### src/rtl/tm_fir_pkg.sv
// Shared types and fixed-point helpers for the time-multiplexed FIR core.
package tm_fir_pkg;

  typedef enum logic [1:0] {IDLE, RUN, DONE} fir_state_t;

  localparam int DEF_N   = 3;
  localparam int DEF_WII = 2;
  localparam int DEF_WFI = 6;
  localparam int DEF_WIO = 2;
  localparam int DEF_WFO = 6;
  localparam int DEF_WIY = 2;
  localparam int DEF_WFY = 6;

  function automatic int prod_width(input int wii, input int wfi, input int wio, input int wfo);
    return wii + wfi + wio + wfo;
  endfunction

  function automatic int guard_width(input int n);
    return (n > 1) ? $clog2(n) : 0;
  endfunction

  function automatic int acc_width(input int pw, input int n);
    return pw + guard_width(n);
  endfunction

  // Floor-truncate 'shift' fraction bits, then clamp to a wy-bit signed range when sat_en;
  // otherwise the caller keeps the low wy bits and the integer part wraps.
  function automatic logic signed [63:0] fit_out(input logic signed [63:0] acc, input int shift,
                                                 input int wy, input logic sat_en);
    logic signed [63:0] s;
    logic signed [63:0] hi;
    logic signed [63:0] lo;
    s  = acc >>> shift;
    hi = (64'sd1 <<< (wy - 1)) - 64'sd1;
    lo = -(64'sd1 <<< (wy - 1));
    if (sat_en && (s > hi)) return hi;
    if (sat_en && (s < lo)) return lo;
    return s;
  endfunction

endpackage

### src/rtl/tm_fir_delay_line.sv
// N-deep sample shift register (x[0] newest) with sync clear; read port indexed by the tap counter.
module tm_fir_delay_line #(
  parameter int N  = 3,
  parameter int W  = 8,
  parameter int KW = 2
) (
  input  logic          clk,
  input  logic          clr,
  input  logic          shift_en,
  input  logic [W-1:0]  din,
  input  logic [KW-1:0] k,
  output logic [W-1:0]  dout
);

  logic [W-1:0] x [N];

  always_ff @(posedge clk) begin
    if (clr) begin
      for (int i = 0; i < N; i++) x[i] <= '0;
    end else if (shift_en) begin
      x[0] <= din;
      for (int i = 1; i < N; i++) x[i] <= x[i-1];
    end
  end

  assign dout = x[k];

endmodule

### src/rtl/tm_fir_mac_seq.sv
// FIR MAC sequencer: one tap per cycle, result valid N+1 cycles after accept and held until out_ready.
// Define TM_FIR_SAT_EN for a saturating output; otherwise the integer part wraps.
module tm_fir_mac_seq
  import tm_fir_pkg::*;
#(
  parameter int N   = DEF_N,
  parameter int WII = DEF_WII,
  parameter int WFI = DEF_WFI,
  parameter int WIO = DEF_WIO,
  parameter int WFO = DEF_WFO,
  parameter int WIY = DEF_WIY,
  parameter int WFY = DEF_WFY
) (
  input  logic                 clk,
  input  logic                 rst_n,
  input  logic                 in_valid,
  output logic                 in_ready,
  input  logic [WII+WFI-1:0]   x_in,
  output logic [N-1:0]         tap_sel,
  input  logic [WIO+WFO-1:0]   coeff_in,
  output logic                 out_valid,
  input  logic                 out_ready,
  output logic [WIY+WFY-1:0]   y_out
);

  localparam int WX = WII + WFI;
  localparam int WC = WIO + WFO;
  localparam int WY = WIY + WFY;
  localparam int PW = prod_width(WII, WFI, WIO, WFO);
  localparam int AW = acc_width(PW, N);
  localparam int SH = WFI + WFO - WFY;
  localparam int KW = (N > 1) ? $clog2(N) : 1;
`ifdef TM_FIR_SAT_EN
  localparam logic SAT = 1'b1;
`else
  localparam logic SAT = 1'b0;
`endif

  fir_state_t           state;
  logic [KW-1:0]        k;
  logic signed [AW-1:0] acc;
  logic signed [AW-1:0] acc_nxt;
  logic [WX-1:0]        xk;
  logic signed [PW-1:0] xk_ext;
  logic signed [PW-1:0] c_ext;
  logic signed [PW-1:0] prod;
  logic [WY-1:0]        y_fit;
  logic                 shift_en;

  // in_ready is only ever high in IDLE, so it doubles as the accept qualifier.
  assign shift_en = in_valid && in_ready;

  tm_fir_delay_line #(.N(N), .W(WX), .KW(KW)) u_dly (
    .clk      (clk),
    .clr      (!rst_n),
    .shift_en (shift_en),
    .din      (x_in),
    .k        (k),
    .dout     (xk)
  );

  assign xk_ext  = PW'($signed(xk));
  assign c_ext   = PW'($signed(coeff_in));
  assign prod    = xk_ext * c_ext;
  assign acc_nxt = acc + AW'(prod);
  assign y_fit   = WY'(fit_out(64'(acc_nxt), SH, WY, SAT));

  always_ff @(posedge clk) begin
    if (!rst_n) begin
      state     <= IDLE;
      k         <= '0;
      acc       <= '0;
      in_ready  <= 1'b1;
      out_valid <= 1'b0;
      y_out     <= '0;
      tap_sel   <= '0;
    end else begin
      case (state)
        IDLE: begin
          if (shift_en) begin
            state    <= RUN;
            acc      <= '0;
            k        <= '0;
            in_ready <= 1'b0;
            tap_sel  <= N'(1);
          end
        end
        RUN: begin
          acc <= acc_nxt;
          if (k == KW'(N - 1)) begin
            state     <= DONE;
            k         <= '0;
            tap_sel   <= '0;
            out_valid <= 1'b1;
            y_out     <= y_fit;
          end else begin
            k       <= k + 1'b1;
            tap_sel <= tap_sel << 1;
          end
        end
        DONE: begin
          if (out_ready) begin
            state     <= IDLE;
            out_valid <= 1'b0;
            in_ready  <= 1'b1;
          end
        end
        default: begin
          state    <= IDLE;
          in_ready <= 1'b1;
          tap_sel  <= '0;
        end
      endcase
    end
  end

endmodule

### config.mk
export PLATFORM = sky130hd
export DESIGN_NAME = tm_fir_mac_seq
export DESIGN_NICKNAME = d
export VERILOG_FILES = /design/src/rtl/tm_fir_pkg.sv /design/src/rtl/tm_fir_delay_line.sv /design/src/rtl/tm_fir_mac_seq.sv
export SDC_FILE = /design/constraint.sdc
export NUM_CORES = 1
export LEC_CHECK = 0
export CAP_MARGIN = 20
export CORE_UTILIZATION = 35
export CTS_CLUSTER_DIAMETER = 200
export DETAILED_ROUTE_END_ITERATION = 10
export SYNTH_ARGS = -nofsm -noshare
export SYNTH_HDL_FRONTEND = slang
export SYNTH_HIERARCHICAL = 1
export SYNTH_SLANG_ARGS = --single-unit
### constraint.sdc
create_clock -name clk -period 5.8 [get_ports clk]
set_input_delay 1.16 -clock clk [delete_from_list [all_inputs] [get_ports clk]]
set_output_delay 1.16 -clock clk [all_outputs]
set_load 0.01 [all_outputs]
# --- Word-level counts from Yosys, hierarchy flattened ---
# Memories as Yosys holds them, arrays and structs flattened. A register that Yosys moved wholly into a read port is not among the register bits.
# Index checks and enable logic that the tools add are counted.
classes:
  n_addsub: 2
  n_mul: 1
  n_eq_ne: 6
  muxes: 27
  bitwise_logic: 5
  reduce_logical: 10
op_table:
  columns: ["cell", "n"]
  rows:
  - ["one-hot mux 18 bit (2 select lines)", 1]
  - ["2-to-1 mux 8 bit", 3]
  - ["adder 18 x 16 -> 18 bit", 1]
  - ["2-to-1 mux 18 bit", 1]
  - ["multiplier 8 x 8 -> 16 bit", 1]
  - ["2-to-1 mux 2 bit", 7]
  - ["one-hot mux 3 bit (3 select lines)", 1]
  - ["AND reduction 3 bit", 3]
  - ["2-to-1 mux 1 bit", 8]
  - ["2-to-1 mux 3 bit", 2]
  - ["!= test 2 bit (second input constant)", 3]
  - ["one-hot mux 2 bit (3 select lines)", 1]
  - ["AND reduction 2 bit", 3]
  - ["equality test 2 bit (second input constant)", 2]
  - ["one-hot mux 2 bit (2 select lines)", 1]
  - ["nonzero test 2 bit", 2]
  - ["OR 1 bit", 3]
  - ["one-hot mux 1 bit (3 select lines)", 1]
  - ["adder 2 x 1 -> 2 bit (second input constant)", 1]
  - ["equality test 2 x 1 -> 1 bit (second input constant)", 1]
  - ["logical NOT 2 bit", 1]
  - ["NOT 1 bit", 2]
  - ["one-hot mux 1 bit (2 select lines)", 1]
  - ["logical AND 1 bit", 1]
word_totals:
  regBits: 35
  mem_bits_rw: 24
  inputBits: 20
  output_inout_bits: 13
  elab_cells: 59
  memories: 1
mem_list:
  columns: ["name", "words", "width", "read_ports", "rd_clocked_by_memory_dff", "write_ports", "line_no", "rtl"]
  rows:
  - ["u_dly.x", 3, 8, 3, 1, 3, "tm_fir_delay_line.sv:15", "logic [W-1:0] x [N];"]

# --- Depth between registers and ports, before layout ---
# Gate-level depths: netlist (run 1).
depth:
  ltp_word: 5
  ltp_mapped: 20

# --- Cells and area by module ---
# Netlist (run 1), hierarchy kept.
modules_own_cells:
  columns: ["module", "n_inst", "cells_each", "area_each_um2"]
  rows:
  - ["tm_fir_mac_seq", 1, 370, 3530.9]
  - ["tm_fir_delay_line", 1, 78, 1078.5]

# --- Least setup slack after synthesis (run 1) ---
# Ideal clock, no wire load.
synth_path:
  path_kind: "input to register"
  startpoint: "input coeff_in[0]"
  endpoint: "register acc[11]"
  setup_ns: 0.132
  arrival_ns: 5.315
  t_required_ns: 5.668
  slack_ns: 0.353
  stages: 15
  path_buffers: 0
  cell_sequence: "and2_1 > inv_1 > fa_1 > inv_1 > fa_1 > fa_1 > fa_1 > fa_1 > ha_1 > a21oi_1 > o22ai_1 > o41ai_1 > xor2_1 > a2bb2oi_1 > nor2_1"
synth_between:
  elab_chain_len: 3
synth_lines:
  columns: ["element", "line_no", "rtl"]
  rows:
  - ["start, declared", "tm_fir_mac_seq.sv:20", "input logic [WIO+WFO-1:0] coeff_in,"]
  - ["multiplier 8 x 8 -> 16 bit", "tm_fir_mac_seq.sv:64", "assign prod = xk_ext * c_ext;"]
  - ["adder 18 x 16 -> 18 bit", "tm_fir_mac_seq.sv:65", "assign acc_nxt = acc + AW'(prod);"]
  - ["one-hot mux 18 bit (2 select lines)", "tm_fir_mac_seq.sv:78", "case (state)"]
  - ["end signal, assigned", "tm_fir_mac_seq.sv:89", "acc <= acc_nxt;"]
  - ["end, declared", "tm_fir_mac_seq.sv:41", "logic signed [AW-1:0] acc;"]
# Every way passes these cells.
# A chain may end at the register's enable or synchronous reset.

# --- Worst setup path in the final report (run 1) ---
layout_path:
  startpoint: "input coeff_in[5]"
  endpoint: "register y_out[7]"
layout_between:
  elab_chain_len: 2
layout_lines:
  columns: ["element", "line_no", "rtl"]
  rows:
  - ["multiplier 8 x 8 -> 16 bit", "tm_fir_mac_seq.sv:64", null]
  - ["adder 18 x 16 -> 18 bit", "tm_fir_mac_seq.sv:65", null]
  - ["end signal, assigned", "tm_fir_mac_seq.sv:95", "y_out <= y_fit;"]
  - ["end, declared", "tm_fir_mac_seq.sv:23", "output logic [WIY+WFY-1:0] y_out"]
# Every way passes these cells.

==> out/summary.log, run 1 <==
INFO  status         outcome=finished, final reports clean
INFO  yosys          synth_area_leader_cell=sky130_fd_sc_hd__fa_1
INFO  die            core=0.0127mm²
INFO  clock_tree     cts_tree=yes
INFO  yosys          mapped_nets=560
INFO  yosys          synth_top_flop_cell=sky130_fd_sc_hd__dfxtp_1
INFO  finish         nets=617
INFO  clock_tree     maximum_buffer_depth_of_the_clock_tree=2
INFO  die            initial_core_util=36.2%
INFO  grt            global_route_wire_length_before_repair=16500µm
INFO  sta            fin_skew=0.00999ns
INFO  die            floorplan.io_pins=33
INFO  grt            first_global_vias=3340
INFO  yosys          synthesis.area=0.00461mm²
INFO  critical_path  critical_path_peak_fanout=3
INFO  detailed_routing postRouteAntennaNets=0
INFO  sta            timing.hold.ws=0.501ns
INFO  yosys          synthTopCellsByArea=sky130_fd_sc_hd__fa_1 26%, sky130_fd_sc_hd__edfxtp_1 16%, sky130_fd_sc_hd__dfxtp_1 13%
INFO  yosys          synth.cells.most_frequent=61 x sky130_fd_sc_hd__and2_1, 60 x sky130_fd_sc_hd__fa_1, 53 x sky130_fd_sc_hd__inv_1
INFO  sta            relSlewSlack=45.6%
INFO  critical_path  regToRegSetupSlack=0.32ns
INFO  critical_path  r2r-end=y_out[6]
INFO  die            core.rowCount=41
INFO  sta            final.setup.tns=0ns
INFO  critical_path  timing.critical_path.cells=clkdlybuf4s50_1 > nand2_1 > fa_1 > fa_1 > inv_1 > fa_1 > fa_1 > fa_1 > ha_4 > a21oi_2 > o22ai_2 > nor4_1 > o21ai_1 > xnor2_1 > a211oi_1
INFO  critical_path  critical-path-slowest-cell=sky130_fd_sc_hd__fa_1
INFO  detailed_routing drc_errors=0
INFO  worst_hold_path holdPathStages=2
INFO  yosys          syn_avg_cell_area=10.3µm²
INFO  sta            max_freq=0.180GHz
INFO  place          detailed_place_hpwl=7820µm
INFO  detailed_routing detail_route.first_pass.iterations=4
INFO  clock_tree     h-tree-depth=2
INFO  sta            timing_max_transition_violations_final=0
INFO  sta            timing.final.hold_violations=0
INFO  detailed_routing dr.first_iter.drc_count=121
INFO  yosys          synth_top_cell_area_share=26.1%
INFO  critical_path  critPathCaptureType=flip-flop
INFO  pwr            power.ir.vdd_worst=0.311mV
INFO  sta            finalSetupViolations=0
INFO  grt            grt_start_max_net_pins=28
INFO  finish         insertedDiodeCount=0
INFO  die            design.die.area=0.0136mm²
INFO  die            die-height=117µm
INFO  flow_run       max-cap-violations=0
INFO  yosys          netlist-cell-type-count=39
INFO  yosys          yosys_warnings=6
INFO  clock_tree     postCtsHoldBufs=0
INFO  pwr            power.leakage=2.45nW
INFO  critical_path  required=6.00ns
INFO  clock_tree     clk_pin_slew_worst_paths=0.08ns
INFO  die            die_x=117µm
INFO  detailed_routing routed_wl=9600µm
INFO  clock_tree     clk_latency=0.30ns
INFO  critical_path  crit_path_max_incr_delay=0.57ns
INFO  yosys          synth-seq-cells=55
INFO  clock_tree     numClockSinks=55
INFO  place          gpl.final_weighted_congestion=0.828
INFO  yosys          synthArstFlopShare=0%
INFO  yosys          count_of_flip_flops_with_a_built_in_enable_after_synthesis=24
INFO  sta            worst_slew_pin_slew=0.814ns
INFO  yosys          synthMostInstantiatedCell=sky130_fd_sc_hd__and2_1
INFO  worst_hold_path sink_of_the_worst_hold_path=acc[13]
INFO  detailed_routing wl_per_cell=14.2µm
INFO  sta            period_needed=5.56ns
INFO  pwr            pwr_density_cell=421mW/mm²
INFO  critical_path  cpMostUsedCell=sky130_fd_sc_hd__fa_1
INFO  detailed_routing vias=3160
INFO  sta            rsz0062_at_grt=false
INFO  grt            grt_antenna_before_repair=0
INFO  clock_tree     ctsRootBufferMaster=sky130_fd_sc_hd__clkbuf_16
INFO  grt            globalRouteOverflowTotal=0
INFO  detailed_routing via_per_inst=4.66
INFO  worst_hold_path timing.hold.worst.start=acc[13]
INFO  critical_path  critPathKind=primary input to flip-flop
INFO  worst_hold_path hold_path.class=flip-flop to flip-flop
INFO  clock_tree     cts_made_buffers=5
INFO  critical_path  reg2reg_depth=18
INFO  sta            min_period_over_period=95.8%
INFO  finish         area_growth=19.7%
INFO  yosys          synthCells=448
INFO  critical_path  worst_ep_arrival_time=5.76ns
INFO  finish         layout-drive-gt1-share=9.49%
INFO  grt            track_usage=16.0%
INFO  critical_path  startpoint_type=primary input
INFO  place          port-buffer-count=32
INFO  critical_path  r2r-start=k[0]
INFO  yosys          seq_area_frac_synth=29.1%
[repair_timing]
action | CTS | global route
buffers inserted | 0 | 0
hold endpoints to repair | 0 | 0
pin swaps | 0 | 5
setup endpoints to repair | 2 | 9
resized for setup | 2 | 11
[per-stage QoR]
step,power [W],setup slack (ns),util (%),instance area (µm²),std cells
2_1_floorplan,0.00150,0.353,-,4610,448
3_3_place_gp,0.00193,-0.227,41.7,5310,669
3_5_place_dp,0.00195,-0.330,41.8,5310,670
4_1_cts,0.00229,0.0808,43.0,5470,678
5_1_grt,0.00257,0.0313,43.4,5520,678
6_report,0.00232,0.242,43.4,5520,678
[worst max path at each step]
stage,cells past startpoint,slack (ns),start,endpoint
2_1_floorplan,15,0.35,coeff_in[0],acc[11]
3_3_place_gp,16,-0.23,coeff_in[0],acc[11]
3_5_place_dp,16,-0.33,coeff_in[0],y_out[7]
4_1_cts,15,0.08,coeff_in[7],y_out[7]
5_1_grt,15,0.03,coeff_in[5],y_out[7]
6_report,15,0.24,coeff_in[5],y_out[7]
[critical path, delay by kind of cell]
family	cells	cell delay, ns
fa+ha+maj	6	2.87
compound gates	4	0.62
buf+inv	2	0.54
simple gates	2	0.39
xor+xnor	1	0.16
[state kept, by name (all words and copies together), names as in the netlist]
signal     cells
out_valid      1
u_dly/x       24
state          2
acc           14
tap_sel        3
in_ready       1
k              2
y_out          8
[routing by layer]
layer  global-route usage (%)  up-vias  part of all wire [%]
li1                         -     1554                     -
met1                     22.5     1530                    50
met2                     25.5       63                    45
met3                     2.08       13                   3.0
met4                     5.57        0                   2.0
met5                        0        -                     0
[cells by family after synthesis]
group / after synthesis / synth area share (%)
flops: 55 / 29.1
xor+xnor: 20 / 4.10
fa+ha+maj: 92 / 34.7
buf+inv: 67 / 6.05
simple gates: 153 / 17.0
mux: 11 / 2.39
compound gates: 50 / 6.62
[report_power, final]
group          total, W  internal [W]  switching [W]  leakage [nW]
Sequential     0.000467      0.000440      0.0000269         0.511
Clock          0.000307      0.000164       0.000144        0.0719
Combinational   0.00155      0.000754       0.000794          1.87
Total           0.00232       0.00136       0.000964          2.45
[layout by cell type (no fill, tap or decap), types with 9 or more instances in the layout]
cell / n
sky130_fd_sc_hd__and2_1: 61
sky130_fd_sc_hd__fa_1: 60
sky130_fd_sc_hd__inv_1: 53
sky130_fd_sc_hd__nor2_1: 35
sky130_fd_sc_hd__nand2_1: 33
sky130_fd_sc_hd__ha_1: 31
sky130_fd_sc_hd__dfxtp_1: 31
sky130_fd_sc_hd__buf_4: 30
sky130_fd_sc_hd__clkdlybuf4s50_1: 27
sky130_fd_sc_hd__edfxtp_1: 24
sky130_fd_sc_hd__xnor2_1: 14
sky130_fd_sc_hd__a22oi_1: 11
sky130_fd_sc_hd__mux2i_1: 11
sky130_fd_sc_hd__a21oi_1: 10
sky130_fd_sc_hd__o21ai_1: 9
[layout make-up]
cell class | count | area (µm²)
well taps | 172 | 215
multi-input cells | 326 | 3030
inverters | 54 | 203
fillers | 1267 | 7200
clock buffers | 5 | 125
repair buffers | 63 | 574
clock inverters | 3 | 27.5
flip-flops and latches | 55 | 1340
No activity file was read; power rests on OpenSTA's default activity.
==> run 2: changes to the inputs <==
--- a/config.mk
+++ b/config.mk
@@ -9,6 +9,7 @@
 export CORE_UTILIZATION = 35
 export CTS_CLUSTER_DIAMETER = 200
 export DETAILED_ROUTE_END_ITERATION = 10
+export SETUP_SLACK_MARGIN = 0.05
 export SYNTH_ARGS = -nofsm -noshare
 export SYNTH_HDL_FRONTEND = slang
 export SYNTH_HIERARCHICAL = 1
==> run 2 against run 1 <==
Flip-flop and latch count is the same. Combinational power grew 3%. Wire length grew 0.19%. Total power grew 1.8%. Clock power is essentially flat. Worst hold slack is essentially flat. Sequential power is essentially flat. Core utilization grew 0.089 points. Critical endpoint is now y_out[5]. Highest routed layer unchanged.
==> out/summary.log, run 2 (synthesis gave the netlist of run 1 again) <==
INFO  grt            globalRouteOverflowTotal=0 [unchanged]
INFO  grt            track_usage=16.0% [unchanged]
INFO  clock_tree     clk_latency=0.30ns [about the same]
INFO  die            die-height=117µm [unchanged]
INFO  place          detailed_place_hpwl=7820µm [unchanged]
INFO  critical_path  reg2reg_depth=17 [-1]
INFO  finish         sequential_cell_area=0.00134mm² [about the same]
INFO  critical_path  r2r-end=y_out[5]
INFO  finish         insertedDiodeCount=0 [unchanged]
INFO  status         outcome=finished, final reports clean
INFO  finish         num-fill-cells=1266 [-0.079%]
INFO  critical_path  critical-path-slowest-cell=sky130_fd_sc_hd__fa_1
INFO  detailed_routing vias=3155 [-0.16%]
INFO  sta            relSlewSlack=46.5% [+0.85 points]
INFO  critical_path  regToRegSetupSlack=0.40ns [+0.08 ns]
INFO  critical_path  required=5.99ns [about the same]
INFO  finish         largest_reg_flops=24 [unchanged]
INFO  sta            post-route-worst-setup-slack=0.234ns [-0.00827 ns]
INFO  clock_tree     h-tree-depth=2 [unchanged]
INFO  place          placed_cells=670 [unchanged]
INFO  sta            max_freq=0.180GHz [-0.15%]
INFO  critical_path  r2r-start=k[1]
INFO  pwr            power.leakage=2.46nW [+0.23%]
INFO  die            die_x=117µm [unchanged]
INFO  die            core=0.0127mm² [unchanged]
INFO  clock_tree     maximum_buffer_depth_of_the_clock_tree=2 [unchanged]
INFO  sta            fin_skew=0.0102ns [+0.000261 ns]
INFO  grt            grt_antenna_before_repair=0 [unchanged]
INFO  finish         most-common-layout-cells=61 x sky130_fd_sc_hd__and2_1, 60 x sky130_fd_sc_hd__fa_1, 53 x sky130_fd_sc_hd__inv_1
INFO  sta            min_period_over_period=96.0% [+0.14 points]
INFO  detailed_routing detail_route.first_pass.iterations=4 [unchanged]
INFO  finish         max_flop_register=u_dly/x
INFO  clock_tree     ctsRootBufferMaster=sky130_fd_sc_hd__clkbuf_16
INFO  sta            finalSetupViolations=0 [unchanged]
INFO  pwr            power.ir.vdd_worst=0.312mV [+0.17%]
INFO  detailed_routing routed_wl=9620µm [+0.19%]
INFO  worst_hold_path hold_path.class=flip-flop to flip-flop
INFO  clock_tree     cts_tree=yes
INFO  clock_tree     cts_made_buffers=5 [unchanged]
INFO  place          place_ws=-0.330ns [unchanged]
INFO  finish         nets=618 [+0.16%]
INFO  finish         area_growth=20.0%
INFO  detailed_routing postRouteAntennaNets=0 [unchanged]
INFO  clock_tree     clk_pin_slew_worst_paths=0.08ns [about the same]
INFO  sta            final.setup.tns=0ns [unchanged]
INFO  critical_path  cpMostUsedCell=sky130_fd_sc_hd__fa_1
INFO  sta            worst_slew_pin_slew=0.798ns [-0.0161 ns]
INFO  die            core.rowCount=41 [unchanged]
INFO  place          gpl.final_weighted_congestion=0.828 [unchanged]
INFO  critical_path  endpoint=y_out[5]
INFO  grt            first_global_vias=3340 [unchanged]
INFO  critical_path  crit_path_max_incr_delay=0.57ns [about the same]
INFO  sta            timing_max_transition_violations_final=0 [unchanged]
INFO  critical_path  critPathCaptureType=flip-flop
INFO  detailed_routing drc_errors=0 [unchanged]
INFO  finish         final_util=43.5% [+0.089 points]
INFO  grt            grt_start_max_net_pins=28 [unchanged]
INFO  critical_path  critPathLaunch=coeff_in[3]
INFO  critical_path  timing.critical_path.cells=clkdlybuf4s50_1 > and2_1 > fa_1 > fa_1 > inv_1 > fa_1 > inv_1 > fa_1 > fa_1 > ha_4 > a21oi_2 > o22ai_2 > o41ai_2 > xor2_1 > buf_4 > a211oi_1
INFO  place          port-buffer-count=32 [unchanged]
INFO  detailed_routing via_per_inst=4.65 [-0.31%]
INFO  finish         layout-drive-gt1-share=10.1% [+0.57 points]
INFO  flow_run       max-cap-violations=0 [unchanged]
INFO  clock_tree     postCtsHoldBufs=0 [unchanged]
INFO  pwr            pwr_density_cell=428mW/mm² [+1.6%]
INFO  sta            period_needed=5.57ns [+0.00827 ns]
INFO  finish         top_regs=u_dly/x: 24 flops, acc: 14 flops, y_out: 8 flops
INFO  detailed_routing dr.first_iter.drc_count=91 [-25%]
INFO  die            floorplan.io_pins=33 [unchanged]
INFO  sta            timing.hold.ws=0.501ns [-0.0000900 ns]
INFO  grt            global_route_wire_length_before_repair=16500µm [unchanged]
INFO  detailed_routing wl_per_cell=14.2µm [about the same]
INFO  die            design.die.area=0.0136mm² [unchanged]
INFO  finish         mostFrequentLayoutCell=sky130_fd_sc_hd__and2_1
INFO  critical_path  critical_path_peak_fanout=5 [+2]
INFO  critical_path  worst_ep_arrival_time=5.75ns [about the same]
INFO  critical_path  critPathKind=primary input to flip-flop
INFO  critical_path  startpoint_type=primary input
INFO  clock_tree     numClockSinks=55 [unchanged]
INFO  finish         multi_input_logic_area=0.00304mm² [about the same]
INFO  finish         fin_cells=679 [+0.15%]
INFO  sta            rsz0062_at_grt=false
INFO  die            initial_core_util=36.2% [unchanged]
INFO  sta            timing.final.hold_violations=0 [unchanged]
==> run 2: what timing repair did <==
item | in CTS | in global routing
resized for setup | 2 | 13
pin swaps | 0 | 7
endpoints found under the setup margin | 3 | 12
gates cloned | 0 | 0
buffers inserted | 0 | 1
hold endpoints to repair | 0 | 0
==> run 2: worst min-delay path by stage <==
stage	start	end	slack, ns	cells after the start
final	acc[13]	acc[13]	0.50	2
after global routing	y_out[6]	y_out[6]	0.53	2
after CTS	acc[13]	acc[13]	0.50	2
after detailed placement	y_out[4]	y_out[4]	0.49	2
after global placement	acc[6]	acc[6]	0.47	2
after floorplan	acc[13]	acc[13]	0.44	2
==> run 2: report_power, final <==
group          leakage, nW  internal [W]  switching [W]
sequential           0.512      0.000441      0.0000270
combinational         1.87      0.000783       0.000808
clock               0.0719      0.000164       0.000143
total                 2.46       0.00139       0.000978
==> run 2: area by class of cell <==
cell class,count,area share (%)
multi-input cells,326,54.9
flip-flops and latches,55,24.3
repair buffers,64,10.5
well taps,172,3.89
inverters,54,3.67
clock buffers,5,2.26
clock inverters,3,0.498
==> run 2: metal layers <==
layer	share of wire (%)	GRT usage, %	vias up
li1	-	-	1555
met1	50	22.5	1540
met2	46	25.5	47
met3	2.7	2.08	13
met4	1.9	5.57	0
met5	0	0	-
==> run 2: per-stage QoR <==
stage	power, W	instance area, µm²
final	0.00237	5530
after global routing	0.00260	5530
after CTS	0.00229	5470
after detailed placement	0.00195	5310
after global placement	0.00193	5310
after floorplan	0.00150	4610
==> run 2: worst max-delay path, delay by kind of cell <==
kind | cells | cell delay [ns]
buf+inv | 4 | 0.75
simple gates | 1 | 0.19
xor+xnor | 1 | 0.14
fa+ha+maj | 6 | 2.73
compound gates | 4 | 0.79
==> run 3: changes to the inputs <==
--- a/config.mk
+++ b/config.mk
@@ -6,10 +6,11 @@
 export NUM_CORES = 1
 export LEC_CHECK = 0
 export CAP_MARGIN = 20
-export CORE_UTILIZATION = 35
+export CORE_UTILIZATION = 43
 export CTS_CLUSTER_DIAMETER = 200
 export DETAILED_ROUTE_END_ITERATION = 10
 export SETUP_SLACK_MARGIN = 0.05
+export SLEW_MARGIN = 20
 export SYNTH_ARGS = -nofsm -noshare
 export SYNTH_HDL_FRONTEND = slang
 export SYNTH_HIERARCHICAL = 1
==> run 3 against run 2 <==
Clock power shrank 29%. Register-to-register slack about the same. Core utilization grew 9.1 points. Total power is 1.3% lower. Sequential share of layout area is 0.32 points higher. Via count grew 1.6%. Critical path type unchanged. Highest routed layer unchanged.
==> out/summary.log, run 3 (synthesis gave the netlist of run 1 again) <==
INFO  finish         fin_cells=646 [-4.9%]
INFO  die            die_x=106µm [-9.6%]
INFO  die            floorplan.io_pins=33 [unchanged]
INFO  grt            grt_antenna_before_repair=0 [unchanged]
INFO  grt            first_global_vias=3426 [+2.6%]
INFO  finish         layout-drive-gt1-share=10.4% [+0.33 points]
INFO  status         outcome=finished, final reports clean
INFO  sta            post-route-worst-setup-slack=0.240ns [+0.00613 ns]
INFO  finish         sequential_cell_area=0.00134mm² [about the same]
INFO  sta            timing_max_transition_violations_final=0 [unchanged]
INFO  pwr            pwr-share-comb=70.7% [+3.4 points]
INFO  critical_path  startpoint_type=primary input
INFO  place          detailed_place_hpwl=7910µm [+1.1%]
INFO  grt            grt_most_used_layer=met2
INFO  sta            finalSetupViolations=0 [unchanged]
INFO  sta            max_freq=0.180GHz [+0.11%]
INFO  die            initial_core_util=44.4% [+8.2 points]
INFO  detailed_routing via_per_inst=4.96 [+6.8%]
INFO  clock_tree     cts_tree=yes
INFO  finish         max_flop_register=u_dly/x
INFO  clock_tree     maximum_buffer_depth_of_the_clock_tree=2 [unchanged]
INFO  pwr            clockPowerShare=9.4% [-3.6 points]
INFO  detailed_routing routed_wl=9690µm [+0.77%]
INFO  sta            timing.final.hold_violations=0 [unchanged]
INFO  pwr            power.ir.vdd_worst=0.280mV [-10%]
INFO  die            core.rowCount=37 [-9.8%]
INFO  detailed_routing vias=3207 [+1.6%]
INFO  grt            grt_use_met3=1.92% [-0.16 points]
INFO  grt            use_met1=28.7% [+6.2 points]
INFO  pwr            power.leakage=2.42nW [-1.4%]
INFO  sta            worst_slew_pin_slew=0.822ns [+0.0233 ns]
INFO  clock_tree     cts_made_buffers=5 [unchanged]
INFO  critical_path  required=6.00ns [about the same]
INFO  sta            relSlewSlack=45.1% [-1.3 points]
INFO  detailed_routing drc_errors=0 [unchanged]
INFO  place          place_ws=-0.236ns [+0.0942 ns]
INFO  clock_tree     numClockSinks=55 [unchanged]
INFO  finish         most-common-layout-cells=60 x sky130_fd_sc_hd__and2_1, 60 x sky130_fd_sc_hd__fa_1, 53 x sky130_fd_sc_hd__inv_1
INFO  finish         top_regs=u_dly/x: 24 flops, acc: 14 flops, y_out: 8 flops
INFO  sta            rsz0062_at_grt=true
INFO  finish         area_growth=18.3%
INFO  grt            grt_start_max_net_pins=28 [unchanged]
INFO  critical_path  critPathCaptureType=flip-flop
INFO  sta            min_period_over_period=95.9% [-0.11 points]
INFO  place          port-buffer-count=32 [unchanged]
INFO  critical_path  critical_path_peak_fanout=4 [-1]
INFO  flow_run       max-cap-violations=0 [unchanged]
INFO  finish         multi_input_logic_area=0.00304mm² [unchanged]
INFO  grt            globalRouteOverflowTotal=0 [unchanged]
INFO  pwr            switchingPower=0.000987W [+0.89%]
INFO  finish         nets=621 [+0.49%]
INFO  place          gpl.final_weighted_congestion=0.786 [-5.1%]
INFO  detailed_routing wl_per_cell=15.0µm [+5.9%]
INFO  grt            grtUsageMet2=31.1% [+5.5 points]
INFO  detailed_routing dr.first_iter.drc_count=95 [+4.4%]
INFO  grt            global_route_wire_length_before_repair=17000µm [+2.8%]
INFO  grt            track_usage=19.5% [+3.4 points]
INFO  die            core=0.0104mm² [-18%]
INFO  detailed_routing detail_route.first_pass.iterations=4 [unchanged]
INFO  clock_tree     clk_pin_slew_worst_paths=0.11ns [+0.03 ns]
INFO  sta            timing.hold.ws=0.509ns [+0.00867 ns]
INFO  finish         num-fill-cells=957 [-24%]
INFO  finish         largest_reg_flops=24 [unchanged]
INFO  critical_path  critPathKind=primary input to flip-flop
INFO  detailed_routing postRouteAntennaNets=0 [unchanged]
INFO  pwr            pwr_density_cell=428mW/mm² [about the same]
INFO  pwr            internal_power=0.00135W [-2.9%]
INFO  pwr            p_seq_share=20.0% [+0.2 points]
INFO  die            design.die.area=0.0111mm² [-18%]
INFO  sta            fin_skew=0.00811ns [-0.00214 ns]
INFO  critical_path  worst_ep_arrival_time=5.76ns [about the same]
INFO  clock_tree     ctsRootBufferMaster=sky130_fd_sc_hd__clkbuf_8
INFO  sta            period_needed=5.56ns [-0.00613 ns]
INFO  die            die-height=106µm [-9.6%]
INFO  finish         insertedDiodeCount=0 [unchanged]
INFO  critical_path  reg2reg_depth=19 [+2]
INFO  pwr            power.share.switching=42.3% [+0.93 points]
INFO  clock_tree     postCtsHoldBufs=0 [unchanged]
INFO  clock_tree     h-tree-depth=2 [unchanged]
INFO  worst_hold_path hold_path.class=flip-flop to flip-flop
INFO  worst_hold_path holdPathStages=2 [unchanged]
INFO  place          placed_cells=637 [-4.9%]
INFO  clock_tree     clk_latency=0.31ns [about the same]
## run 3: worst paths after layout
check | from | to | slack, ns
hold / removal | y_out[4] | y_out[4] | 0.51
setup / recovery | coeff_in[7] | y_out[5] | 0.24
setup reg to reg | k[0] | y_out[5] | 0.41
hold reg to reg | y_out[4] | y_out[4] | 0.51
## run 3: final cells by class
cell class                 instances  area share [%]
sequential                        55            24.6
clock buffer                       5            1.26
tap                              136            3.12
multi-input combinational        326            55.7
clock inverter                     3           0.436
timing repair buffer              67            11.2
inverter                          54            3.72
## run 3: through the flow
stage / setup TNS, ns / cell area, µm² / power [W] / util [%]
6_report: 0 / 5450 / 0.00233 / 52.6
4_1_cts: 0 / 5400 / 0.00227 / 52.1
2_1_floorplan: 0 / 4610 / 0.00150 / -
3_3_place_gp: -0.763 / 5300 / 0.00201 / 51.1
5_1_grt: 0 / 5450 / 0.00261 / 52.6
3_5_place_dp: -1.41 / 5310 / 0.00203 / 51.2
## run 3: what timing repair did
| action | CTS | global route |
|---|---|---|
| endpoints found under the setup margin | 0 | 8 |
| setup buffers | 0 | 1 |
| endpoints found under the hold margin | 0 | 0 |
| resized for setup | 0 | 9 |
## run 3: routing by layer
layer	share of wire, %	vias to the layer above
met3	3.5	10
met5	0	-
met1	49	1567
met2	46	69
met4	1.2	0
li1	-	1561
## run 3: critical path, cell delays in order
cell and delay [ns]:
sky130_fd_sc_hd__clkdlybuf4s50_1 0.52, sky130_fd_sc_hd__inv_1 0.12, sky130_fd_sc_hd__buf_4 0.17, sky130_fd_sc_hd__nor2_1 0.15, sky130_fd_sc_hd__fa_1 0.45, sky130_fd_sc_hd__fa_1 0.58, sky130_fd_sc_hd__fa_1 0.46, sky130_fd_sc_hd__fa_1 0.50
sky130_fd_sc_hd__ha_1 0.31, sky130_fd_sc_hd__ha_1 0.33, sky130_fd_sc_hd__inv_1 0.10, sky130_fd_sc_hd__o22ai_2 0.11, sky130_fd_sc_hd__o41ai_2 0.32, sky130_fd_sc_hd__xor2_1 0.13, sky130_fd_sc_hd__buf_4 0.15, sky130_fd_sc_hd__a211oi_1 0.22
## run 3: power groups by stage
stage / registers, W / clock network, W / logic (W)
after floorplan: 0.000465 / 0 / 0.00103
after global placement: 0.000473 / 0 / 0.00153
after detailed placement: 0.000476 / 0 / 0.00156
after CTS: 0.000467 / 0.000226 / 0.00158
after global routing: 0.000471 / 0.000240 / 0.00189
final: 0.000466 / 0.000219 / 0.00165
==> variant 1 (config.mk and constraints of run 1) <==
`DEF_WFO`: 6 -> 7.
--- a/src/rtl/tm_fir_pkg.sv
+++ b/src/rtl/tm_fir_pkg.sv
@@ -7,7 +7,7 @@
   localparam int DEF_WII = 2;
   localparam int DEF_WFI = 6;
   localparam int DEF_WIO = 2;
-  localparam int DEF_WFO = 6;
+  localparam int DEF_WFO = 7;
   localparam int DEF_WIY = 2;
   localparam int DEF_WFY = 6;
 
Ports: changed (resized coeff_in); port bits go from 33 to 34. No check against the original RTL was run, so the function may have changed too.
==> variant 1 against run 1 <==
Total power rose by 18%; count of clock-buffer cells in the layout rose by 1; cell area grew 9.3%; sequential cell count grew 1; die area increased by 9.1%; setup slack lost 0.055 ns; core utilization fell by 0.27 points; maximum frequency decreased by 0.98%; clock skew fell by 0.0044 ns; sequential power is 5.8% higher; wire length up 9.2%; critical path depth did not move; largest power group unchanged; area after synthesis up 9.3%.
==> variant 1: results (changes against run 1) <==
Synthesis
The total of warnings raised by yosys is 6 (unchanged). The share of async-settable or async-resettable flops after synthesis is 0 (unchanged). The number of flops mapped to enable cells by yosys is 24 (unchanged). The share of the yosys chip area belonging to registers is 0.270 (-0.0208).

The number of cells produced by synthesis is 512 (+14%). Ranked by total cell area, the synthesized netlist is headed by fa_1 (27%), edfxtp_1 (14%), dfxtp_1 (13%), ha_1 (8.4%), and2_1 (7.8%). The number of distinct library cells after synthesis is 42 (+7.7%).

The most instantiated flip-flop cell in the synthesis netlist is dfxtp_1. The total nets after synthesis is 634 (+13%). By count the netlist is led by inv_1 (72), fa_1 (67), and2_1 (63).

Detailed routing
The detailed router's first-iteration violation count is 138 (+14%). The wire length per cell is 13.8 um (-2.5%). The average via count per standard cell came to 4.68 (+0.49%).

Finish
The post-layout net count is 700 (+13%). The largest registers in the layout are u_dly/x (24), acc (15), y_out (8). The number of standard cells in the final layout excluding fillers is 759 (+12%). The number of antenna diodes is 0 (unchanged). The layout filler cell count is 1382 (+9.1%).

The share of layout cells above drive strength 1 is 0.0984 (+0.00358).

Placement
The routability congestion estimate from global placement was 0.817 (-1.4%). The total instance count after detailed placement is 751 (+12%). The number of buffer cells added on primary ports is 33 (+3.1%). The HPWL after detailed placement was 8.37 mm (+7.0%). The setup slack at placement is -0.228 ns (+0.102 ns).

Global route
The aggregate global-route resource usage was 0.156 (-0.00394). The initial antenna violation count is 0 (unchanged). The number of global-route vias before repair is 3825 (+15%). The global-route wire length before repair is 18.5 mm (+12%). The pin count of the biggest net entering global routing is 30 (+7.1%).

Setup path
The data arrival time at the worst-slack endpoint is 5.77 ns (about the same). The maximum fanout encountered on the critical timing path is 4 (+1).

Power and ir drop
The leakage power summed over all cells is 2.75 nW (+12%). The net load switching power was 0.00116 W (+20%). The largest vdd supply drop is 0.252 mV (-19%).

Clock tree
The later pin in the worst-skew pair is clocked with a latency of 0.29 ns. The root buffer cell chosen for the clock tree is clkbuf_16.

STA
The largest clock skew in the final design is 0.00559 ns (-0.00439 ns). The slew at the pin closest to its max-slew limit is 0.568 ns (-0.246 ns).

Run status
The run finished with clean final reports.
## variant 1: changes by cell type after synthesis, moves of 4 or more
cell	before	now
nand2_1	33	51
fa_1	60	67
nor2_1	35	29
clkbuf_1	5	10
nor2b_1	3	8
inv_1	53	72
nand2b_1	5	9
## variant 1: worst paths after layout
path	startpoint	endpoint	slack, ns	depth (start not counted)
setup / recovery	coeff_in[1]	acc[12]	0.19	15
hold / removal	out_valid	out_valid	0.46	2
setup reg to reg	k[0]	acc[12]	0.42	15
hold reg to reg	out_valid	out_valid	0.46	2
## variant 1: timing repair
| item | CTS | global route |
|---|---|---|
| resized for setup | 0 | 8 |
| setup endpoints to repair | 0 | 11 |
| hold buffers | 0 | 0 |
## variant 1: kinds of logic (layout without fill, tap and decap cells)
kind of cell,count (synthesis),count (layout),synth area share
compound gates,61,61,0.0770
fa+ha+maj,101,101,0.351
mux,9,9,0.0179
buf+inv,89,156,0.0713
flops,56,56,0.270
simple gates,180,180,0.183
xor+xnor,16,16,0.0305
## variant 1: power groups by stage
stage	clock [W]	combinational, W	sequential, W
after floorplan	0	0.00127	0.000489
after global placement	0	0.00183	0.000502
after detailed placement	0	0.00185	0.000504
after CTS	0.000359	0.00188	0.000495
after global routing	0.000373	0.00215	0.000500
final	0.000350	0.00189	0.000494
## variant 1: cell type report
class                   instances  area [sq um]  share of cell area
clock buffers                   6           129              0.0214
clock inverters                 2          38.8             0.00643
inverters                      73           274              0.0454
multi-input cells             367          3330               0.553
flip-flops and latches         56          1360               0.226
well taps                     180           225              0.0373
repair buffers                 75           668               0.111
## variant 1: layer usage
metal / track usage / routed length, um
met5: 0 / 0
met4: 0.0278 / 87
met3: 0.0206 / 320
met2: 0.282 / 5440
met1: 0.199 / 4640
## variant 1: per-stage QoR
step / cell area (sq um) / TNS [ns] / hold slack, ns
after global routing: 6030 / -0.00830 / 0.486
after detailed placement: 5840 / -1.49 / 0.452
after global placement: 5830 / -0.987 / 0.444
final: 6030 / 0 / 0.461
after CTS: 6000 / 0 / 0.463
after floorplan: 5040 / 0 / 0.450
## variant 1: worst max-delay path, delay by kind of cell
| kind | cells | cell delay, ns |
|---|---|---|
| buf+inv | 2 | 0.58 |
| simple gates | 3 | 0.48 |
| fa+ha+maj | 6 | 2.89 |
| compound gates | 4 | 0.65 |
==> variant 2 (flow settings as in run 1) <==
Without the edit above. Make the reset (`rst_n`) asynchronous in one clocked block.
--- a/src/rtl/tm_fir_mac_seq.sv
+++ b/src/rtl/tm_fir_mac_seq.sv
@@ -65,7 +65,7 @@
   assign acc_nxt = acc + AW'(prod);
   assign y_fit   = WY'(fit_out(64'(acc_nxt), SH, WY, SAT));
 
-  always_ff @(posedge clk) begin
+  always_ff @(posedge clk or negedge rst_n) begin
     if (!rst_n) begin
       state     <= IDLE;
       k         <= '0;
Behaviour: differs if rst_n is asserted again (counterexample within 4 cycles, from zero or initial values and one cycle with rst_n low); with rst_n held inactive, the same outputs for 4 cycles.
==> variant 2 against run 1 <==
Cell area is 2.4% higher; clock skew is 0.0025 ns lower; critical path depth is 1 higher; wire length is 1.5% lower; setup slack worse by 0.0060 ns; sequential cell count stayed put; core utilization is 0.53 points lower; die area is 2.4% higher; area after synthesis is 2.4% higher; largest cell class unchanged.
Power is not shown: default switching activity piles up to over one toggle a cycle in this logic, so the estimate is an artifact.
==> variant 2: results (changes against run 1) <==
Worst hold path
The critical hold path startpoint is y_out[0].

Synthesis
By count the netlist is led by and2_1 (63), fa_1 (60), inv_1 (54). Yosys attributes the largest share of cell area to fa_1 (25%), dfrtp_1 (16%), edfxtp_1 (15%), ha_1 (8.5%), and2_1 (8.3%). The total nets after synthesis came to 537 (-4.1%).

The number of distinct library cells after synthesis is 44 (+13%). The most instantiated flip-flop cell in the synthesis netlist is dfrtp_1. The share of the yosys chip area belonging to registers is 0.317 (+0.0263).

Detailed routing
The met2 routed wirelength is 4.26 mm (-2.0%). The detailed-routing wirelength on met1 was 4.87 mm (+1.9%). The total length of routed met3 wires is 240 um (-18%). The via count of the routed design is 3051 (-3.4%). The final wirelength is 9.46 mm (-1.5%). The detailed router's first-iteration violation count is 131 (+8.3%).

Setup path
The critical path ends at y_out[6]. The worst reg2reg path depth was 17 (-1). The kind of cell with the highest combined delay on the critical path is adder cells. The source of the worst register-to-register timing path is k[0].

The endpoint of the worst register-to-register path is y_out[3]. The most critical setup path has its startpoint at coeff_in[6]. The maximum fanout encountered on the critical timing path came to 7 (+4). The data arrival time at the worst-slack endpoint came to 5.75 ns (about the same).

STA
The fmax is 0.180 GHz (-0.11%). The largest clock skew in the final design was 0.00747 ns (-0.00251 ns).

Finish
The share of layout cells above drive strength 1 came to 0.122 (+0.0276). The post-layout net count is 601 (-2.6%).

Clock tree
In this run the clock root is driven by a clkbuf_16. The clock insertion delay at the later pin of the skew report is 0.30 ns (about the same).

Global route
The number of global-route vias before repair is 3292 (-1.4%). The aggregate global-route resource usage was 0.151 (-0.00950). The global-route wire length before repair is 16.8 mm (+1.5%).

Run status
The flow ran to the end, and the final reports show no timing, DRC or antenna violations.

Placement
The HPWL after detailed placement came to 7.65 mm (-2.2%). The number of buffer cells added on primary ports was 32 (unchanged). The routability congestion estimate from global placement came to 0.787 (-5.0%).

The setup slack at placement was -0.362 ns (-0.0321 ns).

Flow run
The max capacitance violation total is 0 (unchanged).
[variant 2: logic make-up (layout without fill, tap and decap cells)]
| family | Yosys count | count (layout) | synth area share |
|---|---|---|---|
| AOI/OAI and AO/OA | 51 | 51 | 0.0771 |
| xor gates and xnor gates | 19 | 19 | 0.0382 |
| adders and majority gates | 92 | 92 | 0.339 |
| DFF | 55 | 55 | 0.317 |
| and+or+nand+nor | 134 | 134 | 0.148 |
| buffers and inverters | 63 | 128 | 0.0554 |
| muxes | 11 | 11 | 0.0249 |
[variant 2: through the flow]
stage               utilization  TNS [ns]  cell area, sq um  instances
finish                    0.428         0              5650        666
global route              0.428         0              5650        666
CTS                       0.425         0              5610        665
detailed placement        0.413     -2.57              5450        657
global placement          0.413     -1.90              5440        656
floorplan                     -         0              4720        425
[variant 2: layout make-up]
type / instances / area [sq um]
fill: 1259 / 7540
tap: 176 / 220
clock inverter: 3 / 27.5
sequential: 55 / 1500
inverter: 54 / 203
clock buffer: 5 / 125
multi-input combinational: 307 / 2980
timing repair buffer: 66 / 594
[variant 2: worst min path at each step]
stage | end | slack [ns] | cells past startpoint
2_1_floorplan | acc[3] | 0.47 | 1
3_3_place_gp | out_valid | 0.47 | 2
3_5_place_dp | y_out[2] | 0.46 | 2
4_1_cts | y_out[0] | 0.49 | 2
5_1_grt | y_out[0] | 0.50 | 2
6_report | y_out[0] | 0.49 | 2
[variant 2: routing by layer]
metal	track usage	vias up
met5	0	-
met4	0.0337	0
met3	0.0198	7
met2	0.229	52
met1	0.228	1499
li1	-	1493
[variant 2: repair_timing]
action	CTS	global route
pin swaps	0	5
buffers inserted	0	1
resized for setup	1	12
setup endpoints to repair	4	10
[variant 2: worst min-delay path, cell delays in order (launching register included)]
cell     delay [ns]
dfrtp_1        0.35
nand2_1        0.05
nand2_1        0.06
